--- config.mk ---
export PLATFORM = sky130hd
export DESIGN_NAME = adc_spi_sampler
export DESIGN_NICKNAME = d
export VERILOG_FILES = /design/src/rtl/kalman_pkg.sv /design/src/rtl/sample_tick_gen.sv /design/src/rtl/adc_spi_sampler.sv
export SDC_FILE = /design/constraint.sdc
export NUM_CORES = 1
export LEC_CHECK = 0
export CORE_UTILIZATION = 50
export DETAILED_ROUTE_END_ITERATION = 16
export PLACE_DENSITY = 0.67
export RECOVER_POWER = 25
export SLEW_MARGIN = 20
export SYNTH_ARGS = -nofsm -noshare
export SYNTH_HDL_FRONTEND = slang
export SYNTH_SLANG_ARGS = --single-unit
--- constraint.sdc ---
create_clock -name clk -period 2.15 [get_ports clk]
set_input_delay 0.43 -clock clk [delete_from_list [all_inputs] [get_ports clk]]
set_output_delay 0.43 -clock clk [all_outputs]
set_load 0.02 [all_outputs]
--- src/rtl/kalman_pkg.sv ---
// rtl/kalman_pkg.sv - shared sample type, FSM states and 17-to-16 bit saturation helper
package kalman_pkg;

  localparam int SAMPLE_W = 16;

  typedef logic signed [SAMPLE_W-1:0] sample_t;

  typedef struct packed {
    sample_t value;
    logic    clamped;
  } sat_result_t;

  typedef enum logic [2:0] {
    ST_IDLE,
    ST_SETUP,
    ST_SHIFT,
    ST_DONE,
    ST_QUIET
  } adc_state_t;

  // A 17-bit result fits in 16 bits exactly when its top two bits agree.
  function automatic sat_result_t sat17to16(input logic signed [SAMPLE_W:0] x);
    sat_result_t r;
    r.value   = x[SAMPLE_W-1:0];
    r.clamped = 1'b0;
    if (x[SAMPLE_W] != x[SAMPLE_W-1]) begin
      r.clamped = 1'b1;
      r.value   = x[SAMPLE_W] ? {1'b1, {(SAMPLE_W-1){1'b0}}}
                              : {1'b0, {(SAMPLE_W-1){1'b1}}};
    end
    return r;
  endfunction

endpackage

--- src/rtl/sample_tick_gen.sv ---
// rtl/sample_tick_gen.sv - conversion period counter; ticks on the first enabled cycle
module sample_tick_gen #(
  parameter int PERIOD = 10000
) (
  input  logic clk,
  input  logic reset_n,
  input  logic enable,
  output logic tick
);

  localparam int CW = (PERIOD > 1) ? $clog2(PERIOD) : 1;
  localparam logic [CW-1:0] RELOAD = CW'(PERIOD - 1);

  logic [CW-1:0] count;

  assign tick = enable && (count == '0);

  always_ff @(posedge clk or negedge reset_n) begin
    if (!reset_n) begin
      count <= '0;
    end else if (!enable) begin
      count <= '0;
    end else if (count == '0) begin
      count <= RELOAD;
    end else begin
      count <= count - 1'b1;
    end
  end

endmodule

--- src/rtl/adc_spi_sampler.sv ---
// rtl/adc_spi_sampler.sv - periodic SPI mode-0 ADC reader with offset removal and saturation
module adc_spi_sampler
  import kalman_pkg::*;
#(
  parameter int                 CLK_DIV       = 4,
  parameter int                 SAMPLE_PERIOD = 10000,
  parameter logic signed [15:0] ADC_OFFSET    = 16'sd0
) (
  input  logic               clk,
  input  logic               reset_n,
  input  logic               enable,
  input  logic               adc_miso,
  output logic               adc_cs_n,
  output logic               adc_sclk,
  output logic signed [15:0] z,
  output logic               z_valid,
  output logic               sat,
  output logic               overrun,
  output logic               busy
);

  localparam logic [7:0] PHASE_LAST = 8'(CLK_DIV - 1);
  localparam logic [7:0] QUIET_LAST = 8'(CLK_DIV - 2);

  adc_state_t         state, state_nxt;
  logic [7:0]         phase_cnt, phase_nxt;
  logic [3:0]         bit_cnt, bit_nxt;
  logic [15:0]        shreg;
  logic               tick;
  logic               phase_last;
  logic               capture;
  logic               cs_n_nxt;
  logic               sclk_nxt;
  logic               valid_nxt;
  logic signed [16:0] diff;
  sat_result_t        result;

  sample_tick_gen #(
    .PERIOD(SAMPLE_PERIOD)
  ) u_tick (
    .clk    (clk),
    .reset_n(reset_n),
    .enable (enable),
    .tick   (tick)
  );

  assign busy       = (state != ST_IDLE);
  assign overrun    = tick && busy;
  assign phase_last = (phase_cnt == PHASE_LAST);
  assign diff       = $signed({shreg[15], shreg}) - $signed({ADC_OFFSET[15], ADC_OFFSET});
  assign result     = sat17to16(diff);

  always_ff @(posedge clk or negedge reset_n) begin
    if (!reset_n) begin
      state     <= ST_IDLE;
      phase_cnt <= '0;
      bit_cnt   <= '0;
      adc_cs_n  <= 1'b1;
      adc_sclk  <= 1'b0;
    end else begin
      state     <= state_nxt;
      phase_cnt <= phase_nxt;
      bit_cnt   <= bit_nxt;
      adc_cs_n  <= cs_n_nxt;
      adc_sclk  <= sclk_nxt;
    end
  end

  // Pin levels are decided for the next state so cs_n/sclk come straight from flops.
  always_comb begin
    state_nxt = state;
    phase_nxt = phase_cnt;
    bit_nxt   = bit_cnt;
    cs_n_nxt  = 1'b1;
    sclk_nxt  = 1'b0;
    capture   = 1'b0;
    valid_nxt = 1'b0;
    case (state)
      ST_IDLE: begin
        if (tick) begin
          state_nxt = ST_SETUP;
          phase_nxt = '0;
          cs_n_nxt  = 1'b0;
        end
      end
      ST_SETUP: begin
        cs_n_nxt = 1'b0;
        if (phase_last) begin
          state_nxt = ST_SHIFT;
          phase_nxt = '0;
          bit_nxt   = 4'd15;
          sclk_nxt  = 1'b1;
          capture   = 1'b1;
        end else begin
          phase_nxt = phase_cnt + 8'd1;
        end
      end
      ST_SHIFT: begin
        cs_n_nxt = 1'b0;
        sclk_nxt = adc_sclk;
        if (!phase_last) begin
          phase_nxt = phase_cnt + 8'd1;
        end else begin
          phase_nxt = '0;
          if (adc_sclk) begin
            sclk_nxt = 1'b0;
          end else if (bit_cnt == 4'd0) begin
            state_nxt = ST_DONE;
            cs_n_nxt  = 1'b1;
            valid_nxt = 1'b1;
          end else begin
            bit_nxt  = bit_cnt - 4'd1;
            sclk_nxt = 1'b1;
            capture  = 1'b1;
          end
        end
      end
      ST_DONE: begin
        state_nxt = ST_QUIET;
        phase_nxt = '0;
      end
      ST_QUIET: begin
        if (phase_cnt == QUIET_LAST) begin
          state_nxt = ST_IDLE;
        end else begin
          phase_nxt = phase_cnt + 8'd1;
        end
      end
      default: begin
        state_nxt = ST_IDLE;
        phase_nxt = '0;
      end
    endcase
  end

  always_ff @(posedge clk or negedge reset_n) begin
    if (!reset_n) begin
      shreg   <= '0;
      z       <= '0;
      sat     <= 1'b0;
      z_valid <= 1'b0;
    end else begin
      if (capture) begin
        shreg <= {shreg[14:0], adc_miso};
      end
      z_valid <= valid_nxt;
      sat     <= valid_nxt && result.clamped;
      if (valid_nxt) begin
        z <= result.value;
      end
    end
  end

endmodule

==> flow_summary_export.csv, run 1 <==
group,metric,value,unit
logic_synthesis,ys_ff_latch,64,
timing,rsz0062_at_grt,"true",
finish,antenna_cells,0,
clock_network,cts-root-buf,"clkbuf_8",
floorplan,rows,27,
drt,wl_met2,2913,um
grt,antenna_found_initial,0,
timing,setup_tns,-0.2376,ns
placement,gp_congestion,0.8244,
status,violations,"negative setup slack",
status,status,"complete, but fails checks",
logic_synthesis,synth_edf_count,0,
floorplan,die_h,79.06,um
floorplan,die_w,79.06,um
clock_network,cts_max_path_buffers,2,
setup_path,worst-path-stages,6,
floorplan,ios,26,
logic_synthesis,synthTopCellsByArea,"dfrtp_1, nand2_1, mux2_2, nor2_1, nor4_4",
floorplan,start_util,52.95,%
logic_synthesis,synth_seq_area_share,53.98,%
grt,grt_pass1_vias,2257,
drt,drt_iter0_markers,81,
timing,max_freq,0.4188,GHz
timing,skew,0.01038,ns
logic_synthesis,synth_cell_types,53,
logic_synthesis,async_reset_ff_share,100.0,%
drt,vias,2198,
clock_network,cts_made_buffers,9,
setup_path,cpPeakStageDelay,0.48,ns
timing,worstMarginPinSlew,1.067,ns
setup_path,cp_num_buf_inv,2,
timing,setup_viol,1,
placement,hpwl,4150,um
drt,postRouteWirelength,5914,um
clock_network,clk_pin_slew,0.07,ns
drt,wl_per_cell,14.05,um
drt,drtAntennaViolNets,0,
finish,area_delta_synth_final,28.02,%
grt,grt_usage,21.93,%
logic_synthesis,synth_top_cell_by_area,"dfrtp_1",
setup_path,reg2reg_depth,8,
timing,fin_crit_sh,111.1,%
grt,grt_overflow,0,
power,p_switching,0.001670,W
setup_path,crit_path_start_kind,"flop",
floorplan,dieArea,6250,um^2
timing,final_max_slew_viol_count,0,
timing,period_needed,2.388,ns
floorplan,core,5608,um^2
clock_network,tritoncts,"yes",
power,p_leak,1.830,nW
setup_path,r2r_slack,0.05,ns
setup_path,cp_data_arrival_time,1.96,ns
power,p_int,0.003154,W
drt,via_per_inst,5.221,
logic_synthesis,yosysTopAreaCellShare,53.10,%
min_path,hold_path_class,"in2async",
clock_network,cts.sinks,64,
run,drv_cap,0,
timing,relSlewSlack,28.84,%
placement,io_buffer_count,24,
timing,timing.hold.ws,0.2495,ns
power,swShare,34.62,%
power,pwr-share-seq,33.2,%
timing,layout_setup_ws,-0.2376,ns
setup_path,path_cells,"inv_1, ha_2, or4b_4, nor4_4, and3_4, buf_6",
logic_synthesis,syn_inst,279,
setup_path,endpoint_kind,"output port",
placement,post-place-ws,-0.4768,ns
setup_path,crit_family,"simple AND/OR/NAND/NOR gates",
power,clkPwrFrac,23.8,%
drt,firstDrtPassIters,4,
logic_synthesis,synthFlopType,"dfrtp_1",
power,p_per_area,1269,nW/um^2
logic_synthesis,ys_warn_count,0,
finish,final_layout_size_suffix_gt1_share,26.36,%
drt,drt-met1-wl,2658,um
drt,routed.top_layer,"met4",
power,power.total,0.004824,W
power,combPwrFrac,43.0,%
logic_synthesis,synth_area,2969,um^2
drt,remaining_drc_errors,0,
setup_path,path_class,"reg2out",
finish,fin_nets,352,
drt,wl_met3,228,um
finish,fillers,441,
clock_network,cts_max_level,3,
logic_synthesis,syn_avg_cell_area,10.64,um^2
grt,grt_pass1_wl,10230,um
setup_path,cp.required,1.72,ns
setup_path,critPathSlowestCell,"or4b_4",
finish,regArea,1603,um^2
timing,finalHoldViolCount,0,
clock_network,insertion_delay,0.35,ns
power,peakVddDrop,864.6,uV
grt,grt_max_degree,29,
finish,multi_input_area,1333,um^2
setup_path,crit_path_max_fanout,2,
logic_synthesis,syn_nets,287,
routing by layer:
layer / vias to the layer above / GRT usage (%)
met4: 0 / 10.36
met3: 10 / 7.471
met2: 40 / 35.78
met1: 1052 / 25.95
met5: - / 0
li1: 1096 / -
flip-flops by register name, summed over array words and instances, names as in the netlist:
| register | flops |
|---|---|
| shreg | 16 |
| z | 16 |
| z_valid | 1 |
| bit_cnt | 4 |
| u_tick.count | 14 |
| phase_cnt | 8 |
| adc_cs_n | 1 |
| adc_sclk | 1 |
| state | 3 |
power groups by stage:
stage                     registers, W  logic [W]  clock network, W
after floorplan                0.00165    0.00118                 0
after global placement         0.00160    0.00190                 0
after detailed placement       0.00161    0.00194                 0
after CTS                      0.00159    0.00201           0.00117
after global routing           0.00163    0.00228           0.00122
final                          0.00160    0.00207           0.00115
kinds of logic after synthesis:
logic type | after synthesis | share of synthesized area [%]
XOR/XNOR | 8 | 2.360
AND/OR/NAND/NOR | 128 | 23.85
multiplexers | 17 | 6.405
adder cells (fa/ha/maj) | 4 | 1.686
buffers and inverters | 17 | 2.739
AO/OA/AOI/OAI | 40 | 8.849
other | 1 | 0.1263
flip-flops | 64 | 53.98
final cells by class:
class | instances | share of cell area, %
Sequential cell | 64 | 42.17
Timing Repair Buffer | 63 | 13.79
Clock buffer | 11 | 3.720
Multi-Input combinational cell | 198 | 35.06
Inverter | 8 | 0.7900
Clock inverter | 5 | 2.107
Tap cell | 72 | 2.370
per-stage QoR:
step	utilization (%)	instances	area [um^2]
finish	67.78	421	3801
global route	67.78	421	3801
CTS	67.43	420	3781
detailed placement	63.01	403	3533
global placement	63.01	403	3533
floorplan	-	279	2969
Yosys cell counts, types with 2 or more instances:
library cell,count
dfrtp_1,63
nand2_1,55
nor2_1,18
mux2_2,16
a21oi_1,8
inv_1,8
xnor2_1,7
and3_1,6
nand2b_1,6
o21ai_0,6
buf_2,5
nor3_1,5
a22o_1,4
ha_1,4
nand3_1,4
nor2b_1,4
nor3b_1,4
o21ai_1,4
or3_1,4
a21o_1,3
nor4_4,3
o21a_1,3
a31oi_1,2
clkbuf_1,2
nand4_1,2
nor4_1,2
o21bai_1,2
o31ai_1,2
or4_1,2
or4_4,2
worst paths after layout:
path,startpoint,end
max in group asynchronous,reset_n,u_tick.count[9]
setup / recovery,u_tick.count[1],overrun
hold / removal,reset_n,shreg[12]
hold reg to reg,z[4],z[4]
setup reg to reg,u_tick.count[1],phase_cnt[3]
min in group clk,z[4],z[4]
repair_timing:
item                                    CTS  global route
buffers inserted                          1             1
gates resized for setup                  11             8
pin swaps                                 3             6
hold buffers                              0             0
endpoints found under the setup margin    3            21
layout by cell type (no fill, tap or decap), types with 5 or more instances in the layout:
cell type and n:
and3_1 5, nor2_1 17, clkbuf_8 10, buf_4 36, inv_1 8, nand2_1 55, dfrtp_1 63, mux2_2 16
o21ai_0 5, nor3_1 5, nand2b_1 6, a21oi_1 8, xnor2_1 7, clkdlybuf4s50_1 21
worst reg2reg max path, stage by stage (launching register included):
cell      delay, ns
dfrtp_1        0.38
inv_1          0.07
ha_2           0.17
or4b_4         0.48
buf_4          0.16
nor4_4         0.22
o21ai_4        0.11
o21bai_1       0.17
a22o_1         0.23
No activity file was read; power rests on OpenSTA's default activity.
==> run 2: changes to the inputs <==
CORE_UTILIZATION = 23   (was 50)
PLACE_DENSITY = 0.35   (was 0.67)
RECOVER_POWER = default   (was 25)
==> run 2 against run 1 <==
Net effect:
- the run still ends with negative setup slack left
- utilization decreased by 36 points
- power increased by 9.5%
- clock power increased by 27%
- largest cell class unchanged
- largest power group unchanged
==> flow_summary_export.csv, run 2 (synthesized netlist as in run 1, its figures left out) <==
group,metric,value,unit
finish,reg_top3,"shreg (16), z (16), u_tick.count (14)",
setup_path,worstSetupStartpoint,"u_tick.count[1]",
grt,use_met1,15.80,%
placement,io_buffer_count,24,
drt,remaining_drc_errors,0,
placement,hpwl,4621,um
setup_path,crit_path_start_kind,"flop",
drt,vias,2209,
timing,rsz0062_at_grt,"true",
timing,layout_setup_ws,-0.2105,ns
setup_path,path_class,"reg2out",
finish,final_common_cell,"dfrtp_1",
clock_network,tritoncts,"yes",
grt,antenna_found_initial,0,
clock_network,cts_max_level,3,
setup_path,crit_path_max_fanout,2,
timing,timing.hold.ws,0.01046,ns
finish,final_layout_size_suffix_gt1_share,28.37,%
floorplan,die_w,115.6,um
setup_path,r2r-start,"u_tick.count[1]",
timing,final_max_slew_viol_count,0,
clock_network,cts_max_path_buffers,2,
grt,grtUsageMet2,16.65,%
placement,post-place-ws,-0.4651,ns
grt,grt_overflow,0,
finish,antenna_cells,0,
drt,wl_per_cell,12.93,um
clock_network,cts-root-buf,"clkbuf_16",
finish,final_cell_mix,"dfrtp_1, nand2_1, buf_4",
run,drv_cap,0,
clock_network,cts.sinks,64,
timing,period_needed,2.361,ns
floorplan,rows,41,
grt,grt_pass1_wl,11510,um
clock_network,insertion_delay,0.34,ns
setup_path,reg2reg_depth,9,
drt,drt_iter0_markers,36,
timing,max_freq,0.4236,GHz
clock_network,cts_made_buffers,9,
floorplan,start_util,23.53,%
power,p_leak,1.892,nW
timing,finalHoldViolCount,0,
timing,setup_tns,-1.050,ns
min_path,hold_path_class,"in2async",
finish,stdcell_count,521,
floorplan,dieArea,13370,um^2
timing,skew,0.005247,ns
status,violations,"negative setup slack",
finish,fin_nets,352,
timing,setup_viol,14,
setup_path,endpoint_kind,"output port",
grt,grt_busiest_layer,"met2",
setup_path,r2r-end,"phase_cnt[3]",
status,status,"complete, but fails checks",
placement,post-place-cells,502,
timing,fin_crit_sh,109.8,%
floorplan,die_h,115.6,um
clock_network,clk_pin_slew,0.05,ns
setup_path,crit_path_end,"overrun",
setup_path,cp.required,1.72,ns
power,peakVddDrop,370.9,uV
drt,postRouteWirelength,6734,um
grt,grtUsageMet3,2.720,%
grt,grt_usage,11.76,%
placement,gp_congestion,0.6941,
finish,area_delta_synth_final,36.66,%
floorplan,ios,26,
drt,via_per_inst,4.240,
grt,grt_max_degree,51,
drt,firstDrtPassIters,4,
setup_path,cp_data_arrival_time,1.93,ns
floorplan,core,12620,um^2
drt,drtAntennaViolNets,0,
power,power.total,0.005282,W
power,p_per_area,1302,nW/um^2
setup_path,r2r_slack,-0.15,ns
grt,grt_pass1_vias,2261,
## run 2: power breakdown
group          internal [W]  switching [W]  total, W
clock              0.000896       0.000566   0.00146
combinational       0.00111        0.00112   0.00223
sequential          0.00144       0.000149   0.00159
total               0.00345        0.00183   0.00528
## run 2: worst min-delay path by stage
| stage | to | slack [ns] |
|---|---|---|
| floorplan | adc_sclk | 0.13 |
| global placement | z[12] | 0.37 |
| detailed placement | z[12] | 0.37 |
| CTS | z_valid | 0.003 |
| global route | z_valid | 0.03 |
| finish | z[12] | 0.01 |
## run 2: per-stage QoR
stage | cell area [um^2] | util (%)
final | 4058 | 32.15
after global routing | 4058 | 32.15
after CTS | 3991 | 31.63
after detailed placement | 3664 | 29.03
after global placement | 3664 | 29.03
after floorplan | 2969 | -
## run 2: final cells by class
type	instances	area [um^2]
Multi-Input combinational cell	198	1351
Fill cell	1339	8562
Clock inverter	7	72.57
Inverter	8	30.03
Timing Repair Buffer	63	560.5
Tap cell	172	215.2
Sequential cell	64	1603
Clock buffer	9	225.2
## run 2: critical path, cell delays in order (launching register included)
cell	delay, ns
dfrtp_1	0.37
inv_1	0.07
ha_2	0.18
or4b_4	0.49
nor4_4	0.16
and3_1	0.20
buf_6	0.12
## run 2: what timing repair did
action / CTS / global route
resized for setup: 9 / 16
setup endpoints to repair: 4 / 13
setup buffers: 2 / 1
hold buffers: 0 / 0
pin swaps: 4 / 7
## run 2: layer usage
metal | share of wire (%) | up-vias
li1 | - | 1099
met1 | 50 | 1080
met2 | 45 | 18
met3 | 2.2 | 12
met4 | 3.0 | 0
met5 | 0 | -
